<file path="src/rtl/grid_readout.sv">
// Serial readout of a solved grid: snapshots one-hot tile values on request and
// streams them out as binary digits, one tile per valid/ready beat.
module grid_readout #(
  parameter int GRID_ORD = 3
) (
  input  logic                                                       clock,
  input  logic                                                       reset,
  input  logic                                                       grid_done,
  input  logic                                                       grid_success,
  input  logic [GRID_ORD*GRID_ORD*GRID_ORD*GRID_ORD*GRID_ORD*GRID_ORD-1:0] grid_values,
  input  logic                                                       rq,
  output logic                                                       rq_nack,
  output logic                                                       busy,
  output logic                                                       out_valid,
  input  logic                                                       out_ready,
  output logic [$clog2(GRID_ORD*GRID_ORD*GRID_ORD*GRID_ORD)-1:0]     out_index,
  output logic [$clog2(GRID_ORD*GRID_ORD+1)-1:0]                     out_digit,
  output logic                                                       out_last,
  output logic                                                       out_malformed
);

  localparam int GRID_LEN  = GRID_ORD * GRID_ORD;
  localparam int GRID_AREA = GRID_LEN * GRID_LEN;
  localparam int DIGIT_W   = $clog2(GRID_LEN + 1);
  localparam int IDX_W     = $clog2(GRID_AREA);
  localparam logic [IDX_W-1:0] LastIdx = IDX_W'(GRID_AREA - 1);

  typedef enum logic [0:0] {StIdle, StStream} state_e;

  state_e                          r_state, w_state_d;
  logic [GRID_AREA*GRID_LEN-1:0]   r_snap;
  logic                            w_capture;
  logic                            r_nack, w_nack_d;
  logic                            r_busy, w_busy_d;
  logic                            r_valid, w_valid_d;
  logic [IDX_W-1:0]                r_index, w_index_d;
  logic [DIGIT_W-1:0]              r_digit, w_digit_d;
  logic                            r_last, w_last_d;
  logic                            r_malformed, w_malformed_d;

  logic [IDX_W-1:0]                w_next_idx;
  logic [IDX_W-1:0]                w_rd_idx;
  logic [GRID_LEN-1:0]             w_next_tile;
  logic [DIGIT_W:0]                w_dec_first;
  logic [DIGIT_W:0]                w_dec_next;

  // Returns {malformed, digit}; digit is the lowest set bit plus one, 0 if empty.
  function automatic logic [DIGIT_W:0] decode(input logic [GRID_LEN-1:0] v);
    logic [DIGIT_W-1:0] digit;
    logic               multi;
    logic               seen;
    digit = '0;
    multi = 1'b0;
    seen  = 1'b0;
    for (int k = 0; k < GRID_LEN; k++) begin
      if (v[k]) begin
        if (seen) multi = 1'b1;
        else      digit = DIGIT_W'(k + 1);
        seen = 1'b1;
      end
    end
    return {multi, digit};
  endfunction

  assign w_next_idx  = r_index + 1'b1;
  // Keep the part-select in range on the final beat, where the result is unused.
  assign w_rd_idx    = r_last ? '0 : w_next_idx;
  assign w_next_tile = r_snap[int'(w_rd_idx)*GRID_LEN +: GRID_LEN];
  assign w_dec_first = decode(grid_values[GRID_LEN-1:0]);
  assign w_dec_next  = decode(w_next_tile);

  always_comb begin
    w_state_d     = r_state;
    w_capture     = 1'b0;
    w_nack_d      = 1'b0;
    w_busy_d      = r_busy;
    w_valid_d     = r_valid;
    w_index_d     = r_index;
    w_digit_d     = r_digit;
    w_last_d      = r_last;
    w_malformed_d = r_malformed;
    unique case (r_state)
      StIdle: begin
        if (rq) begin
          if (grid_done && grid_success) begin
            w_capture     = 1'b1;
            w_state_d     = StStream;
            w_busy_d      = 1'b1;
            w_valid_d     = 1'b1;
            w_index_d     = '0;
            w_digit_d     = w_dec_first[DIGIT_W-1:0];
            w_malformed_d = w_dec_first[DIGIT_W];
            w_last_d      = (LastIdx == '0);
          end else begin
            w_nack_d = 1'b1;
          end
        end
      end
      StStream: begin
        if (r_valid && out_ready) begin
          if (r_last) begin
            w_state_d     = StIdle;
            w_busy_d      = 1'b0;
            w_valid_d     = 1'b0;
            w_index_d     = '0;
            w_digit_d     = '0;
            w_last_d      = 1'b0;
            w_malformed_d = 1'b0;
          end else begin
            w_index_d     = w_next_idx;
            w_digit_d     = w_dec_next[DIGIT_W-1:0];
            w_malformed_d = w_dec_next[DIGIT_W];
            w_last_d      = (w_next_idx == LastIdx);
          end
        end
      end
      default: w_state_d = StIdle;
    endcase
  end

  always_ff @(posedge clock or negedge reset) begin
    if (!reset) begin
      r_state     <= StIdle;
      r_nack      <= 1'b0;
      r_busy      <= 1'b0;
      r_valid     <= 1'b0;
      r_index     <= '0;
      r_digit     <= '0;
      r_last      <= 1'b0;
      r_malformed <= 1'b0;
    end else begin
      r_state     <= w_state_d;
      r_nack      <= w_nack_d;
      r_busy      <= w_busy_d;
      r_valid     <= w_valid_d;
      r_index     <= w_index_d;
      r_digit     <= w_digit_d;
      r_last      <= w_last_d;
      r_malformed <= w_malformed_d;
    end
  end

  always_ff @(posedge clock) begin
    if (w_capture) r_snap <= grid_values;
  end

  assign rq_nack       = r_nack;
  assign busy          = r_busy;
  assign out_valid     = r_valid;
  assign out_index     = r_index;
  assign out_digit     = r_digit;
  assign out_last      = r_last;
  assign out_malformed = r_malformed;

endmodule

</file>
<file path="config.mk">
export PLATFORM = sky130hd
export DESIGN_NAME = grid_readout
export DESIGN_NICKNAME = d
export VERILOG_FILES = /design/src/rtl/grid_readout.sv
export SDC_FILE = /design/constraint.sdc
export NUM_CORES = 1
export LEC_CHECK = 0
export CAP_MARGIN = 20
export CORE_AREA = 2 2 296 298
export DETAILED_ROUTE_END_ITERATION = 8
export DIE_AREA = 0 0 298 300
export PLACE_DENSITY = 0.63
export SYNTH_ARGS = -nofsm -noshare
export SYNTH_HDL_FRONTEND = slang
export SYNTH_SLANG_ARGS = --single-unit
</file>
<file path="constraint.sdc">
create_clock -name clock -period 35.5 [get_ports clock]
set_input_delay 7.1 -clock clock [delete_from_list [all_inputs] [get_ports clock]]
set_output_delay 7.1 -clock clock [all_outputs]
set_load 0.1 [all_outputs]
</file>
==> results.py <==
metrics = {
    "yosys": {
        "async_flop_share": 0.0215,
        "syn-num-nets": 2579,
        "synth_most_common_cell": "edfxtp_1",
        "synthCells": 1842,
        "synth-seq-area-share": 0.728,
        "synth_top_area_frac": 0.714,
        "ys.flop_type": "edfxtp_1",
        "synth_top_area_cell": "edfxtp_1",
        "synth_area_leaders": "edfxtp_1 (71%), mux2i_1 (3.7%), mux4_2 (2.4%)",
        "avgSynthCellArea_sq_um": 16.6,
        "netlist_area_sq_mm": 0.0306,
        "synth-edff-count": 729,
        "ys_warn_count": 0,
        "ys_top_cells_by_count": "edfxtp_1 (729), mux2i_1 (113), nand2_1 (101), buf_2 (71)",
        "synth_cell_type_count": 99,
        "synth-seq-cells": 745,
    },
    "global_routing": {
        "antenna_found_initial": 22,
        "grt_pass1_wl_mm": 159,
        "global_route.overflow_total": 0,
        "grt_pass1_vias": 21626,
        "grt_use_total": 0.252,
        "grt_start_max_net_pins": 171,
    },
    "clock_network": {
        "clk_latency_ns": 0.64,
        "cts_buffers": 83,
        "cts_buffer_depth": 3,
        "cts_tree": "yes",
        "clk_pin_slew_worst_paths_ns": 0.06,
        "post_cts_buffers": 0,
        "clock-sinks": 745,
        "ctsHoldBuffers": 0,
        "postCtsResizedCells": 0,
        "clockRootBuffer": "clkbuf_16",
        "h-tree-depth": 3,
    },
    "timing": {
        "fmax_ghz": 0.0892,
        "worst_slew_pin_slew_ns": 1.14,
        "min_period_ns": 11.21,
        "fin_tns_setup_ns": 0,
        "slew_headroom": 0.237,
        "finalMaxSlewViolations": 0,
        "fin_crit_sh": 0.316,
        "skew_ns": 0.0320,
        "setup_violations": 0,
        "rsz0062_at_grt": "false",
        "hold_viol_final": 0,
        "layout_setup_ws_ns": 24.29,
    },
    "detailed_routing": {
        "initialDrtViolationCount": 2010,
        "vias": 20773,
        "post_drt_wl_per_cell_um": 30.3,
        "routed_wl_mm": 116,
        "postRouteAntennaNets": 0,
        "drc": 0,
        "drt-pass1-iter-count": 5,
        "vias_per_cell": 5.43,
    },
    "finish": {
        "multi_input_area_sq_mm": 0.00756,
        "fin_area_sq_mm": 0.0420,
        "n_fill_cell": 7407,
        "ff_latch_area_sq_mm": 0.0223,
        "area_growth_pct": 37.0,
        "fin_nets": 3325,
        "drive_above_1_share": 0.107,
        "fin_util": 0.487,
    },
    "placement": {
        "dp.final_hpwl_mm": 83.1,
        "gp_congestion": 0.901,
        "io_buffers": 750,
        "placed_area_sq_mm": 0.0392,
        "pre_cts_ws_ns": 23.61,
    },
    "floorplan": {
        "die_x_um": 298,
        "fp.dieArea_sq_mm": 0.0894,
        "start_util": 0.355,
        "core.rowCount": 108,
        "coreArea_sq_mm": 0.0862,
        "die_y_um": 300,
        "ios": 751,
    },
    "power_and_ir_drop": {
        "power.leakage_nw": 13.7,
        "vdd_ir_drop_max_uv": 55.6,
        "power_density_mw_per_mm2": 78.0,
    },
    "critical_path": {
        "cp.arrival_ns": 11.46,
        "path_class": "in2reg",
        "end_kind": "register",
        "crit_path_start_kind": "primary input",
        "crit_fanout": 126,
        "cp.required_ns": 35.75,
    },
    "outcome": {
        "status": "finished, final reports clean",
    },
    "flow_run": {
        "maxCapViolCount": 0,
    },
    "min_path": {
        "hp-class": "reg2reg",
    },
}
==> layout make-up <==
cell class,instances,area share
Tap cell,1155,0.0344
Sequential cell,745,0.531
Inverter,12,0.00137
Clock buffer,103,0.0518
Timing Repair Buffer,793,0.188
Clock inverter,48,0.0124
Antenna cell,14,0.000834
Multi-Input combinational cell,953,0.180
==> flip-flops by register name (all words and copies together) (netlist names) <==
register / flops
out_malformed: 1
rq_nack: 1
r_state: 1
out_digit: 4
out_valid: 1
r_snap: 729
out_last: 1
out_index: 7
==> worst max-delay path: stages <==
cell and delay, ns:
clkdlybuf4s50_1 0.53, nand2_1 0.08, or2_2 0.39, inv_8 0.53, buf_4 0.92, buf_4 0.89, buf_4 0.80
==> per-layer routing <==
layer	up-vias	routed length, um	track usage
li1	9078	-	-
met1	10441	43500	0.307
met2	1075	59500	0.441
met3	163	9630	0.0593
met4	16	3260	0.0852
met5	-	105	0
==> cell families (layout without fill, tap and decap cells) <==
kind of cell / count (synthesis) / in the layout / share of synthesized area
AOI/OAI and AO/OA: 469 / 469 / 0.117
xor gates and xnor gates: 7 / 7 / 0.00347
adders and majority gates: 4 / 4 / 0.00151
buffers and inverters: 144 / 956 / 0.0291
DFF: 745 / 745 / 0.728
muxes: 174 / 174 / 0.0717
other: 0 / 14 / 0
and+or+nand+nor: 299 / 299 / 0.0501
==> report_power, final <==
group,internal (W),switching (W),leakage (nW)
logic,0.000474,0.000889,5.66
registers,0.00102,0.0000375,6.79
clock network,0.000491,0.000362,1.28
total,0.00198,0.00129,13.7
==> metrics by stage <==
step / instances / hold slack (ns) / total power, W
floorplan: 1842 / 0.520 / 0.00192
global route: 3821 / 0.541 / 0.00340
global placement: 3655 / 0.502 / 0.00244
detailed placement: 3657 / 0.500 / 0.00246
finish: 3823 / 0.516 / 0.00327
CTS: 3808 / 0.517 / 0.00331
==> final timing paths <==
check	from	endpoint	slack, ns	cells after the start
worst max-delay path	grid_done	r_snap[278]	24.29	7
worst min-delay path	out_digit[3]	out_digit[3]	0.52	2
worst max register to register	out_index[0]	out_digit[1]	29.44	12
worst min register to register	out_digit[3]	out_digit[3]	0.52	2
max in group asynchronous	reset	out_last	27.86	1
min in group asynchronous	reset	out_digit[2]	6.97	1
==> cell usage in the layout (no fill, tap or decap), types with 32 or more instances in the layout <==
cell type          n
mux2i_1          112
edfxtp_1         729
nor2_1            49
nand2_1          100
o22ai_1           53
clkdlybuf4s50_1  750
o221ai_1          40
a21oi_1           53
a211oi_1          46
mux4_2            32
o21ai_0           40
buf_4             38
clkbuf_16         84
No activity file was read; power rests on OpenSTA's default activity.
